<file path="src/rtl/saturn_bus_controller.sv">
// saturn_bus_controller: CPU-side master of the Saturn nibble bus. It turns one fetch/read
//   request into a command nibble, an optional 5-nibble address load and len data strobes, and
//   it returns the nibbles the slaves drive back. It also keeps shadow copies of the slave PC/DP.
// Latency: CMD on the first bus tick after accept, then ADDR (5 ticks, load kinds only), then
//   DATA (len ticks). Each returned nibble appears one i_clk after its DATA tick.
// Backpressure: o_req_ready is high only in IDLE. Ticks with i_clk_en=0 or i_bus_clk_en=0 freeze
//   all state; a pending o_rd_valid pulse still completes.
// Ports: i_clk/i_reset (sync, active-high), i_clk_en/i_bus_clk_en (bus tick = both high),
//   bus pins i_bus_nibble_in/o_bus_is_data/o_bus_nibble_out, request i_req_*/o_req_ready,
//   read return o_rd_valid/o_rd_nibble/o_rd_last, status o_busy, o_pc_shadow, o_dp_shadow.
// Option: define SATURN_BUSCTL_AUTOLOAD_EN so that kinds 0/1 also use i_req_addr. A read whose
//   address differs from the matching shadow is then promoted to the LOAD variant.

`ifndef BUSCMD_PC_READ
`define BUSCMD_PC_READ 4'h0
`endif
`ifndef BUSCMD_DP_READ
`define BUSCMD_DP_READ 4'h1
`endif
`ifndef BUSCMD_LOAD_PC
`define BUSCMD_LOAD_PC 4'h4
`endif
`ifndef BUSCMD_LOAD_DP
`define BUSCMD_LOAD_DP 4'h5
`endif

module saturn_bus_controller (
    input  logic        i_clk,
    input  logic        i_reset,
    input  logic        i_clk_en,
    input  logic        i_bus_clk_en,
    input  logic [3:0]  i_bus_nibble_in,
    output logic        o_bus_is_data,
    output logic [3:0]  o_bus_nibble_out,
    input  logic        i_req_valid,
    output logic        o_req_ready,
    input  logic [1:0]  i_req_kind,
    input  logic [19:0] i_req_addr,
    input  logic [3:0]  i_req_len,
    output logic        o_rd_valid,
    output logic [3:0]  o_rd_nibble,
    output logic        o_rd_last,
    output logic        o_busy,
    output logic [19:0] o_pc_shadow,
    output logic [19:0] o_dp_shadow
);

    typedef enum logic [1:0] {S_IDLE, S_CMD, S_ADDR, S_DATA} state_t;

    state_t      state_q, state_d;
    logic [1:0]  kind_q, kind_d;       // bit1 = load variant, bit0 = DP pointer
    logic [19:0] addr_q, addr_d;
    logic [4:0]  len_q, len_d;         // remaining DATA ticks (1..16)
    logic [2:0]  idx_q, idx_d;         // address nibble index
    logic        use_dp_q, use_dp_d;   // selects the idle command
    logic [19:0] pc_q, pc_d, dp_q, dp_d;
    logic        pend_q, pend_d, pend_last_q, pend_last_d;
    logic        rd_valid_q, rd_valid_d, rd_last_q, rd_last_d;
    logic [3:0]  rd_nibble_q, rd_nibble_d;

    logic        tick, accept, promote;
    logic [3:0]  addr_nib;

    assign tick   = i_clk_en & i_bus_clk_en;
    assign accept = tick & (state_q == S_IDLE) & i_req_valid;

`ifdef SATURN_BUSCTL_AUTOLOAD_EN
    // A plain read is enough only when the slave pointer already holds the address.
    assign promote = ~i_req_kind[1] & (i_req_addr != (i_req_kind[0] ? dp_q : pc_q));
`else
    assign promote = 1'b0;
`endif

    always_comb begin
        case (idx_q)
            3'd0:    addr_nib = addr_q[3:0];
            3'd1:    addr_nib = addr_q[7:4];
            3'd2:    addr_nib = addr_q[11:8];
            3'd3:    addr_nib = addr_q[15:12];
            default: addr_nib = addr_q[19:16];
        endcase
    end

    always_comb begin
        state_d     = state_q;
        kind_d      = kind_q;
        addr_d      = addr_q;
        len_d       = len_q;
        idx_d       = idx_q;
        use_dp_d    = use_dp_q;
        pc_d        = pc_q;
        dp_d        = dp_q;
        pend_d      = 1'b0;
        pend_last_d = 1'b0;
        // The return path runs on every i_clk so a pending pulse completes even during a freeze.
        rd_valid_d  = pend_q;
        rd_last_d   = pend_last_q;
        rd_nibble_d = pend_q ? i_bus_nibble_in : rd_nibble_q;
        o_bus_is_data    = 1'b0;
        o_bus_nibble_out = use_dp_q ? `BUSCMD_DP_READ : `BUSCMD_PC_READ;

        case (state_q)
            S_IDLE: begin
                if (accept) begin
                    kind_d   = {i_req_kind[1] | promote, i_req_kind[0]};
                    addr_d   = i_req_addr;
                    len_d    = (i_req_len == 4'd0) ? 5'd16 : {1'b0, i_req_len};
                    use_dp_d = i_req_kind[0];
                    state_d  = S_CMD;
                end
            end
            S_CMD: begin
                case (kind_q)
                    2'd0:    o_bus_nibble_out = `BUSCMD_PC_READ;
                    2'd1:    o_bus_nibble_out = `BUSCMD_DP_READ;
                    2'd2:    o_bus_nibble_out = `BUSCMD_LOAD_PC;
                    default: o_bus_nibble_out = `BUSCMD_LOAD_DP;
                endcase
                if (tick) begin
                    idx_d   = 3'd0;
                    state_d = kind_q[1] ? S_ADDR : S_DATA;
                end
            end
            S_ADDR: begin
                o_bus_is_data    = 1'b1;
                o_bus_nibble_out = addr_nib;
                if (tick) begin
                    idx_d = idx_q + 3'd1;
                    if (idx_q == 3'd4) begin
                        if (kind_q[0]) dp_d = addr_q;
                        else           pc_d = addr_q;
                        state_d = S_DATA;
                    end
                end
            end
            default: begin // S_DATA
                o_bus_is_data    = 1'b1;
                o_bus_nibble_out = 4'h0;
                if (tick) begin
                    pend_d      = 1'b1;
                    pend_last_d = (len_q == 5'd1);
                    if (kind_q[0]) dp_d = dp_q + 20'd1;
                    else           pc_d = pc_q + 20'd1;
                    len_d = len_q - 5'd1;
                    if (len_q == 5'd1) state_d = S_IDLE;
                end
            end
        endcase
    end

    always_ff @(posedge i_clk) begin
        if (i_reset) begin
            state_q     <= S_IDLE;
            kind_q      <= 2'd0;
            addr_q      <= 20'h0;
            len_q       <= 5'd0;
            idx_q       <= 3'd0;
            use_dp_q    <= 1'b0;
            pc_q        <= 20'h0;
            dp_q        <= 20'h0;
            pend_q      <= 1'b0;
            pend_last_q <= 1'b0;
            rd_valid_q  <= 1'b0;
            rd_last_q   <= 1'b0;
            rd_nibble_q <= 4'h0;
        end else begin
            state_q     <= state_d;
            kind_q      <= kind_d;
            addr_q      <= addr_d;
            len_q       <= len_d;
            idx_q       <= idx_d;
            use_dp_q    <= use_dp_d;
            pc_q        <= pc_d;
            dp_q        <= dp_d;
            pend_q      <= pend_d;
            pend_last_q <= pend_last_d;
            rd_valid_q  <= rd_valid_d;
            rd_last_q   <= rd_last_d;
            rd_nibble_q <= rd_nibble_d;
        end
    end

    assign o_req_ready = (state_q == S_IDLE);
    assign o_busy      = (state_q != S_IDLE);
    assign o_rd_valid  = rd_valid_q;
    assign o_rd_nibble = rd_nibble_q;
    assign o_rd_last   = rd_last_q;
    assign o_pc_shadow = pc_q;
    assign o_dp_shadow = dp_q;

endmodule

</file>
<file path="config.mk">
export PLATFORM = sky130hd
export DESIGN_NAME = saturn_bus_controller
export DESIGN_NICKNAME = d
export VERILOG_FILES = /design/src/rtl/saturn_bus_controller.sv
export SDC_FILE = /design/constraint.sdc
export NUM_CORES = 1
export LEC_CHECK = 0
export ABC_AREA = 1
export CAP_MARGIN = 15
export CORE_MARGIN = 2
export CORE_UTILIZATION = 50
export DETAILED_ROUTE_END_ITERATION = 7
export PLACE_DENSITY = 0.78
export SLEW_MARGIN = 20
export SYNTH_ARGS = -nofsm -noshare
export SYNTH_HDL_FRONTEND = slang
export SYNTH_SLANG_ARGS = --single-unit
</file>
<file path="constraint.sdc">
create_clock -name i_clk -period 2.7 [get_ports i_clk]
set_input_delay 0.27 -clock i_clk [delete_from_list [all_inputs] [get_ports i_clk]]
set_output_delay 0.27 -clock i_clk [all_outputs]
set_load 0.02 [all_outputs]
</file>
Yosys cells after proc, flatten, opt, wreduce, memory -nomap -nowiden
Cells that the tools add are included.

storage, ports and cells
  register bits = 81
  output and inout bits = 53
  logic and storage cells = 88

cells by class
  add/sub/neg operators = 4
  equality and inequality tests = 13
  mux-type cells = 33
  bitwise logic cells = 7
  reductions and logical operators = 18

operators with widths
  cell                                               count
  2-to-1 mux 20 bit                                  10
  case mux 20 bit (2 select lines)                   2
  adder 20 x 1 -> 20 bit (second input constant)     2
  case mux 4 bit (4 select lines)                    1
  2-to-1 mux 5 bit                                   3
  2-to-1 mux 2 bit                                   6
  case mux 4 bit (3 select lines)                    1
  case mux 5 bit (2 select lines)                    1
  case mux 3 bit (3 select lines)                    1
  AND reduction 4 bit                                2
  == test 3 x 2 -> 1 bit (second input constant)     2
  2-to-1 mux 3 bit                                   2
  inequality test 2 bit (second input constant)      3
  case mux 2 bit (3 select lines)                    1
  case mux 3 bit (2 select lines)                    1
  AND reduction 3 bit                                2
  AND reduction 6 bit                                1
  nonzero test 2 bit                                 3
  == test 5 x 1 -> 1 bit (second input constant)     1
  OR reduction 5 bit                                 1
  subtractor 5 x 1 -> 5 bit (second input constant)  1
  == test 2 x 1 -> 1 bit (second input constant)     2
  == test 2 bit (second input constant)              2
  zero test 2 bit                                    2
  other kinds (13)                                   22

Logic depth before layout (Yosys ltp)
  depth in word-level cells = 5
  gate-level depth with buffers = 10

Worst setup path before layout
No wires, ideal clock.

  path kind = register to output
  start = register state_q[0]
  end = output o_bus_nibble_out[0]
  data arrival time = 1.545 ns
  required time = 2.430 ns
  path slack = 0.885 ns
  stages on the path, launching flop included = 6
  path buffers = 1
  cell sequence = dfxtp_1 > inv_1 > ha_1 > buf_2 > o21ai_0 > a21oi_1

on the way
  cells in the longest elaborated chain, start to end = 2
  elaborated cells on any way between the ends = 4
  those cells by class = eq/ne (2); mux (1); reduce/logical (1)

ends and longest elaborated chain
  what                             RTL line  RTL
  start: declaration               50        state_t state_q, state_d;
  start signal: assignment         167       state_q <= state_d;
  zero test 2 bit                  -
  named net o_req_ready            36        output logic o_req_ready,
  case mux 4 bit (3 select lines)  102       case (state_q)
  end: declaration                 34        output logic [3:0] o_bus_nibble_out,

The timed path passes the listed nets, and every way through them passes these cells.

Worst setup path in the final report
  start = register idx_q[2]
  end = output o_bus_nibble_out[3]

on the way
  cells in the longest elaborated chain, start to end = 3
  elaborated cells on any way between the ends = 6
  those cells by class = eq/ne (3); mux (2); reduce/logical (1)

ends and longest elaborated chain
  what                                            RTL line  RTL
  start: declaration                              54        logic [2:0] idx_q, idx_d;
  start signal: assignment                        171       idx_q <= idx_d;
  == test 3 x 2 -> 1 bit (tied with other cells)  75        case (idx_q)
  case mux 4 bit (4 select lines) *               75
  case mux 4 bit (3 select lines) *               102

Every way passes the cells marked *; elsewhere a longest branch is shown, timed or not.

==> impl_metrics.csv <==
group,metric,value,unit
route,drc,0,
clock_tree,cts_setup_buffers,0,
route,drt_pass1_iterations,5,
timing,period_share,0.937,
critical_path,crit_type,"reg2out",
critical_path,crit_chain,"inv_2 -> ha_1 -> a221oi_1 -> a31oi_1 -> clkdlybuf4s50_1",
route,drtIter0Drc,277,
critical_path,cp_max_fo,12,
clock_tree,cts_buffers,9,
power_and_ir_drop,p_leak,0.00224,uW
clock_tree,cts_sinks,80,
power_and_ir_drop,p_total,3390,uW
critical_path,cp.arrival,2.26,ns
timing,hold_viol,0,
timing,setup_viol,0,
placement,place_congestion,0.934,
layout,final_cell_mix,"nand2_1 (134), nor2_1 (103), clkdlybuf4s50_1 (87)",
timing,finalSetupTns,0,ns
die,io_pins,88,
critical_path,critPathRequiredTime,2.43,ns
timing,rsz0062_at_grt,"no",
layout,nFillCells,825,
synth,ys_top_cells_by_area,"dfxtp_1 (35%), nand2_1 (11%), nor2_1 (8.5%)",
timing,final_max_slew_viol_count,0,
timing,tightest_slew,0.633,ns
die,start_util,0.520,
outcome,outcome,"finished, final reports clean",
route,routed_wl,12.3,mm
placement,hpwlAfterDp,9.03,mm
route,routed_via_density,5.51,
layout,diodes,0,
layout,multi_input_comb_area,2530,sq um
clock_tree,holdBufCountCts,0,
die,core_area,8760,sq um
worst_hold_path,hold_class,"reg2reg",
synth,syn-num-nets,740,
global_route,antenna_found_initial,0,
synth,syn_area_per_cell,6.58,sq um
clock_tree,cts_htree_levels,3,
synth,netlist_instances,692,
synth,ys.warnings.count,0,
clock_tree,cts.repair.resized,0,
critical_path,cp_slowest_stage_delay,0.57,ns
clock_tree,tritoncts,"yes",
synth,synth_seq_area_share,0.352,
timing,slew_headroom,0.578,
clock_tree,cts_root_buffer,"clkbuf_8",
synth,synth_area,4560,sq um
critical_path,cp_slowest_cell,"clkdlybuf4s50_1",
die,dieArea,9890,sq um
global_route,grt_pass1_vias,4403,
layout,area_growth_syn_to_layout,24.4,%
run,drv_cap,0,
timing,skew,0.00693,ns
clock_tree,clk_path_buf_depth,2,
global_route,gr-usage-met1,0.335,
synth,yosysUniqueCellTypes,37,
global_route,busiest_layer,"met2",
layout,final_nets,817,
global_route,grt_max_degree,74,
power_and_ir_drop,peakVddDrop,0.000498,V
synth,synth_largest_area_cell,"dfxtp_1",
timing,max_freq,0.395,GHz
route,wl_per_cell,14.0,um
power_and_ir_drop,power_density,598,nW/um^2
die,fp.dieW,99.5,um
global_route,grt_pass1_wl,20.4,mm
die,num_rows,34,
global_route,grt-ovfl-total,0,
global_route,track_usage,0.254,
route,vias,4856,
layout,seq_area,1600,sq um
clock_tree,clkTransAtPathRegs,0.08,ns
die,die-height,99.5,um
global_route,use_met3,0.0478,
synth,ys_seq_elements,80,
clock_tree,clk_latency,0.36,ns
critical_path,critPathLaunchType,"flip-flop",
placement,portBuffers,87,
timing,fin_crit,2.53,ns
layout,drive_above_1_share,0.0724,
route,ant_nets,0,
layout,mostFrequentLayoutCell,"nand2_1",
global_route,grtUsageMet2,0.428,
synth,synth_top_area_frac,0.352,
critical_path,end_kind,"output port",
[cell families after synthesis]
group           Yosys count  synth area share
xor+xnor                  8            0.0154
mux                       1           0.00220
fa+ha+maj                13            0.0357
simple gates            324             0.308
flops                    80             0.352
buf+inv                 103            0.0928
compound gates          163             0.195
[stage by stage]
stage          hold slack, ns  worst slack (ns)  area, sq um  cells  utilization
6_report                0.413             0.169         5670    882        0.647
5_1_grt                 0.442             0.109         5670    882        0.647
4_1_cts                 0.414             0.138         5670    882        0.647
3_5_place_dp            0.400             0.522         5490    866        0.626
3_3_place_gp            0.397             0.556         5490    866        0.626
2_1_floorplan           0.388             0.885         4560    692            -
[critical path: cells and delay by family, from the launching register on]
kind | cells | cell delay (ns)
compound gates | 2 | 0.48
fa+ha+maj | 1 | 0.27
buf+inv | 2 | 0.71
flops | 1 | 0.44
[final cells by class]
cell class | instances | area share
clock buffers | 10 | 0.0243
multi-input cells | 509 | 0.447
inverters | 75 | 0.0497
repair buffers | 94 | 0.165
clock inverters | 6 | 0.00773
flip-flops and latches | 80 | 0.283
well taps | 108 | 0.0238
[Yosys cell counts (all sizes together)]
cell type,n
nor2b,1
a221oi,2
clkbuf,13
nand3b,1
nand4,6
xor2,2
o221ai,2
nand3,57
o21ai,94
ha,13
nor2,112
clkinv,1
nor4,3
a21oi,41
mux2i,1
buf,15
xnor2,6
a31oi,16
nand2,141
a211oi,2
inv,74
dfxtp,80
o21bai,4
nor3,3
o211ai,2
[sequential cells by signal, summed over array words and instances, names as in the netlist]
register     flops
addr_q          20
o_dp_shadow     20
o_pc_shadow     20
len_q            5
o_rd_nibble      4
idx_q            3
kind_q           2
state_q          2
o_rd_last        1
o_rd_valid       1
pend_last_q      1
pend_q           1
[where the power goes]
| part | switching (uW) | internal [uW] |
|---|---|---|
| logic | 649 | 442 |
| clock network | 467 | 360 |
| registers | 154 | 1320 |
| total | 1270 | 2120 |
[per-layer routing]
| metal | part of all wire | routed length (um) | up-vias |
|---|---|---|---|
| met1 | 0.44 | 5480 | 2206 |
| met3 | 0.072 | 887 | 19 |
| li1 | - | - | 2433 |
| met4 | 0.014 | 176 | 0 |
| met2 | 0.47 | 5780 | 198 |
| met5 | 0 | 0 | - |
[worst paths after layout]
check | end | from | slack (ns) | depth (start not counted)
worst max-delay path | o_bus_nibble_out[3] | idx_q[2]$_SDFFE_PP0P_ | 0.17 | 5
worst min-delay path | o_rd_last$_SDFF_PP0_ | pend_last_q$_SDFF_PP0_ | 0.41 | 2
worst max register to register | addr_q[19]$_SDFFE_PP0P_ | state_q[0]$_SDFFE_PP0P_ | 0.47 | 6
worst min register to register | o_rd_last$_SDFF_PP0_ | pend_last_q$_SDFF_PP0_ | 0.41 | 2
Note: power is estimated with default switching activity, not from simulation.
